$ cat src/rtl/stream_multiplexer_pkg.sv
`default_nettype none
// ============================================================================
//  Module   : stream_multiplexer_pkg
//  Purpose  : Shared mode encodings and the round-robin pointer helper.
//  Revision : 1.0  initial release
// ============================================================================
package stream_multiplexer_pkg;

    localparam logic STREAM_MODE_FIXED = 1'b0;
    localparam logic STREAM_MODE_RR    = 1'b1;

    // Index following idx in a ring of the given size.
    function automatic int rr_next(input int idx, input int channels);
        return (idx == channels - 1) ? 0 : idx + 1;
    endfunction

endpackage
`default_nettype wire

$ cat src/rtl/stream_multiplexer_rr_arbiter.sv
`default_nettype none
// ============================================================================
//  Module   : rr_arbiter
//  Purpose  : Combinational round-robin pick: first asserted request found by
//             scanning from ptr upwards and wrapping at CHANNELS-1 back to 0.
//  Revision : 1.0  initial release
// ============================================================================
module rr_arbiter #(
    parameter int CHANNELS = 4,
    parameter int SEL_W    = $clog2(CHANNELS)
) (
    input  logic [CHANNELS-1:0] req,
    input  logic [SEL_W-1:0]    ptr,
    output logic [SEL_W-1:0]    grant,
    output logic                grant_valid
);

    // One extra bit so ptr + offset never overflows before the wrap.
    localparam logic [SEL_W:0] CHAN_L = (SEL_W + 1)'(CHANNELS);

    // Scan from ptr and take the first requester; earlier hits win.
    always_comb begin
        logic [SEL_W:0] idx;
        grant       = '0;
        grant_valid = 1'b0;
        idx         = '0;
        for (int k = 0; k < CHANNELS; k++) begin
            idx = {1'b0, ptr} + (SEL_W + 1)'(k);
            if (idx >= CHAN_L) begin
                idx = idx - CHAN_L;
            end
            if (!grant_valid && req[idx[SEL_W-1:0]]) begin
                grant_valid = 1'b1;
                grant       = idx[SEL_W-1:0];
            end
        end
    end

endmodule
`default_nettype wire

$ cat src/rtl/stream_multiplexer.sv
`default_nettype none
// ============================================================================
//  Module   : stream_multiplexer
//  Purpose  : CHANNELS-input valid/ready multiplexer with a registered output
//             stage; fixed-select or round-robin channel choice.
//  Revision : 1.0  initial release
// ============================================================================
module stream_multiplexer
    import stream_multiplexer_pkg::*;
#(
    parameter int WIDTH    = 32,
    parameter int CHANNELS = 4,
    parameter int SEL_W    = $clog2(CHANNELS)
) (
    input  logic                      clock,
    input  logic                      reset,
    input  logic                      mode,
    input  logic [SEL_W-1:0]          sel,
    input  logic [CHANNELS-1:0]       in_valid,
    input  logic [CHANNELS*WIDTH-1:0] in_data,
    output logic [CHANNELS-1:0]       in_ready,
    output logic                      out_valid,
    output logic [WIDTH-1:0]          out_data,
    output logic [SEL_W-1:0]          out_chan,
    input  logic                      out_ready,
    output logic                      sel_error
);

    localparam logic [SEL_W:0] CHAN_L = (SEL_W + 1)'(CHANNELS);

    logic [SEL_W-1:0] rr_ptr;
    logic [SEL_W-1:0] arb_grant;
    logic             arb_valid;
    logic [SEL_W-1:0] grant;
    logic             grant_valid;
    logic             sel_in_range;
    logic             space;
    logic             accept;
    logic [WIDTH-1:0] chan_data [CHANNELS];

    // Unpack the flat data bus into one word per channel.
    for (genvar i = 0; i < CHANNELS; i++) begin : g_unpack
        assign chan_data[i] = in_data[i*WIDTH +: WIDTH];
    end

    rr_arbiter #(
        .CHANNELS (CHANNELS),
        .SEL_W    (SEL_W)
    ) u_arb (
        .req         (in_valid),
        .ptr         (rr_ptr),
        .grant       (arb_grant),
        .grant_valid (arb_valid)
    );

    assign sel_in_range = ({1'b0, sel} < CHAN_L);
    assign sel_error    = (mode == STREAM_MODE_FIXED) && !sel_in_range;
    assign space        = !out_valid || out_ready;

    // Grant source follows mode combinationally, so changes apply this cycle.
    always_comb begin
        grant       = '0;
        grant_valid = 1'b0;
        if (mode == STREAM_MODE_RR) begin
            grant       = arb_grant;
            grant_valid = arb_valid;
        end else begin
            grant       = sel;
            grant_valid = sel_in_range;
        end
    end

    // Ready goes only to the granted channel, and only while there is room.
    always_comb begin
        in_ready = '0;
        if (!reset && grant_valid && space) begin
            in_ready[grant] = 1'b1;
        end
    end

    assign accept = grant_valid && space && in_valid[grant];

    // Output register and round-robin pointer; the pointer only moves on an
    // accepted round-robin beat, so a held beat is never disturbed.
    always_ff @(posedge clock or posedge reset) begin
        if (reset) begin
            out_valid <= 1'b0;
            out_data  <= '0;
            out_chan  <= '0;
            rr_ptr    <= '0;
        end else if (accept) begin
            out_valid <= 1'b1;
            out_data  <= chan_data[grant];
            out_chan  <= grant;
            if (mode == STREAM_MODE_RR) begin
                rr_ptr <= SEL_W'(rr_next(int'(grant), CHANNELS));
            end
        end else if (out_ready) begin
            out_valid <= 1'b0;
        end
    end

endmodule
`default_nettype wire

$ cat config.mk
export PLATFORM = sky130hd
export DESIGN_NAME = stream_multiplexer
export DESIGN_NICKNAME = d
export VERILOG_FILES = /design/src/rtl/stream_multiplexer_pkg.sv /design/src/rtl/stream_multiplexer_rr_arbiter.sv /design/src/rtl/stream_multiplexer.sv
export SDC_FILE = /design/constraint.sdc
export NUM_CORES = 1
export LEC_CHECK = 0
export BUFFER_PORTS_ARGS = -buffer_cell sky130_fd_sc_hd__buf_2
export CORE_UTILIZATION = 30
export CTS_CLUSTER_SIZE = 8
export DETAILED_ROUTE_END_ITERATION = 10
export HOLD_SLACK_MARGIN = 0.12
export PLACE_DENSITY = 0.7
export SYNTH_ARGS = -nofsm -noshare
export SYNTH_HDL_FRONTEND = slang
export SYNTH_SLANG_ARGS = --single-unit
$ cat constraint.sdc
create_clock -name clock -period 2.15 [get_ports clock]
set_input_delay 0.215 -clock clock [delete_from_list [all_inputs] [get_ports clock]]
set_output_delay 0.215 -clock clock [all_outputs]
set_load 0.02 [all_outputs]
==> results.toml <==
[run_status]
status = "finished clean"

[final_layout]
layout.nets = 566
layout-drive-gt1-share_pct = 51.41
multi_input_area_um2 = 1494
seq_area_um2 = 925.9
diodes = 0
fin_util_pct = 47.32
syn2layout_area_growth_pct = 50.58
fillers = 765

[min_path]
hold_end = "out_data[10]$_DFFE_PP0P_"
hold_path_class = "in2reg"
worstHoldStart = "in_data[10]"
hold_path_depth = 3

[power]
p_per_area_nw_per_um2 = 1052
power_frac_comb_pct = 56.1
leakage_nw = 1.959
p_seq_share_pct = 31.2
p_sw_share_pct = 43.03
power_mw = 3.907
power.switching_mw = 1.681
clockPowerShare_pct = 12.7
peakVddDrop_mv = 0.4097
p_int_mw = 2.226

[job]
cap_violations = 0

[clock_tree]
cts_root_buffer = "clkbuf_8"
clock_path_buffers = 2
htreeDepth = 2
cts_buffers = 5
cts_tree = "built"
path_clk_slew_ps = 80
clk_latency_ps = 290
clock_sinks = 37

[worst_setup_path]
reg2reg_depth = 8
critical-path-top-delay-family = "simple AND/OR/NAND/NOR gates"
endpoint_kind = "primary output"
cpPeakStageDelay_ps = 540
slowest_stage = "or4b_4"
regToRegEndpoint = "out_data[24]$_DFFE_PP0P_"
critPathKind = "reg2out"
regToRegStartpoint = "rr_ptr[0]$_DFFE_PP0P_"
rrSetupSlack_ps = 90
critical_path.cell_chain = "nor2b_4, or4b_4, nand3_4, inv_4, ha_4, and3_4, buf_6"
worstPathArrival_ps = 1900
cp_data_required_time_ps = 1930
worstPathMaxFanout = 5
worst-path-buf-inv = 2
cp-start-kind = "flip-flop"

[global_route]
antenna_found_initial = 0
grt_pass1_vias = 2531
grt_overflow = 0
groute.usage.overall_pct = 16.42
grt_pass1_wl_um = 11310
grt_max_degree = 40

[logic_synthesis]
synthCells = 243
ys_seq_elements = 37
synth_warnings = 0
synth_simple_gate_area_share_pct = 12.08
synth_top_family_by_area = "multiplexers"
syn_area_um2 = 2466
synthAdderAreaFrac_pct = 1.015
ys_types = 35
async_flop_share_pct = 100.0
synth_edf_count = 0
syn_area_per_cell_um2 = 10.15
synth-compound-area-share_pct = 16.84
synthXorXnorAreaFrac_pct = 0
ys_seq_area_share_pct = 37.54
synth_mux_area_share_pct = 27.35
synth_flop_cell = "dfrtp_1"
synth_fp_nets = 383

[timing]
finalMaxSlewViolations = 0
post-route-min-period_ps = 2115
fin_worst_skew_ps = 9.653
period_share_pct = 98.37
rsz0062_at_grt = "true"
worst_pin_slew_ps = 622.9
hold_violations = 0
max_freq_ghz = 0.4728
setup_viol_count_final = 0
maxSlewHeadroom_pct = 58.28

[floorplanning]
fp.dieW_um = 92.67
die_area_um2 = 8587
coreArea_um2 = 7848
dieHeight_um = 92.67
io-pin-count = 178
row_count = 32
start_util_pct = 31.43

[placed_design]
portBuffers = 176
gp_congestion = 0.9044
place_hpwl_um = 5725

[routing]
drt-total-wl_um = 7157
drt_iter0_markers = 52
drcViolationCount = 0
ant_nets = 0
vias = 2651
wire_per_inst_um = 13.55
viasPerCell = 5.021
detail_route.first_pass.iterations = 6
[flip-flops by register name (all words and copies together), names as in the netlist]
signal and count:
out_chan 2, out_data 32, rr_ptr 2, out_valid 1
[worst max path at each step]
stage	start	cells past startpoint	slack, ps	to
2_1_floorplan	rr_ptr[0]$_DFFE_PP0P_	7	230	in_ready[2]
5_1_grt	rr_ptr[0]$_DFFE_PP0P_	7	-30	in_ready[2]
3_5_place_dp	mode	8	150	in_ready[2]
4_1_cts	rr_ptr[0]$_DFFE_PP0P_	6	-10	in_ready[1]
6_report	rr_ptr[0]$_DFFE_PP0P_	7	40	in_ready[2]
3_3_place_gp	in_valid[2]	8	190	in_ready[2]
[cells in the mapped netlist, drive strengths merged, types with 2 or more instances]
master / n / area share [%]
mux2i: 64 / 26
dfrtp: 37 / 38
nand2: 36 / 5.5
o221ai: 32 / 11
buf: 14 / 3.8
o21ai: 10 / 2.5
nor2: 6 / 0.91
clkbuf: 4 / 0.61
inv: 4 / 0.61
nand2b: 4 / 1.0
nor2b: 4 / 1.0
a21oi: 3 / 0.61
a31oi: 3 / 1.0
mux2: 3 / 1.4
and3: 2 / 0.51
ha: 2 / 1.0
nand3: 2 / 0.61
nor3: 2 / 0.41
or3: 2 / 0.51
[metal layers]
metal | track usage (%) | wire length [µm] | up-vias
met1 | 19.62 | 2998 | 1250
met2 | 29.51 | 3607 | 110
li1 | - | - | 1284
met4 | 4.231 | 82 | 0
met3 | 3.777 | 468 | 7
met5 | 0 | 0 | -
[cell families after synthesis]
family | after synthesis
muxes | 67
and+or+nand+nor | 62
AOI/OAI and AO/OA | 52
DFF | 37
buffers and inverters | 22
adders and majority gates | 2
other | 1
[what timing repair did]
action,in CTS,in global routing
pin swaps,1,4
resized for setup,2,18
hold buffers,1,0
endpoints found under the setup margin,2,4
buffers inserted,1,5
hold endpoints to repair,37,0
[worst register-to-register path: cells and delay by family (launching register included)]
kind	cells	cell delay [ps]
AOI/OAI and AO/OA	3	420
and+or+nand+nor	3	690
DFF	1	410
buffers and inverters	2	400
[cell type report]
| class | instances | share of cell area, % |
|---|---|---|
| well taps | 102 | 3.437 |
| repair buffers | 194 | 28.50 |
| inverters | 4 | 0.4717 |
| clock buffers | 6 | 2.224 |
| multi-input cells | 184 | 40.23 |
| flip-flops and latches | 37 | 24.93 |
| clock inverters | 1 | 0.2022 |
[metrics by stage]
| stage | setup slack [ps] | hold WS [ps] | cell area [µm²] | TNS, ps | std cells |
|---|---|---|---|---|---|
| after floorplan | 234.9 | 405.4 | 2466 | 0 | 243 |
| after global placement | 192.1 | 280.5 | 3485 | 0 | 514 |
| after detailed placement | 153.0 | 280.3 | 3485 | 0 | 514 |
| after CTS | -10.10 | 222.8 | 3600 | -10.10 | 523 |
| after global routing | -28.17 | 235.4 | 3714 | -46.17 | 528 |
| final | 35.08 | 233.6 | 3714 | 0 | 528 |
[cells in the final DEF, fill, tap and decap left out, types with 2 or more instances in the layout]
master	count
buf_2	173
mux2i_1	64
nand2_1	36
buf_6	2
o21ai_0	8
nor2_1	5
o221ai_1	32
inv_1	2
nand2b_1	3
clkbuf_8	6
or3_1	2
buf_4	16
dfrtp_1	37
a21oi_1	2
mux2_2	2
buf_12	2
o21ai_4	2
nor2b_1	3
a31oi_2	2
[power groups by stage]
stage	registers [mW]	logic (mW)	clock network, mW
floorplan	1.63	0.979	0
global placement	1.22	2.07	0
detailed placement	1.22	2.12	0
CTS	1.21	2.13	0.516
global route	1.26	2.38	0.550
finish	1.22	2.19	0.494
(Power assumes the default switching activity.)
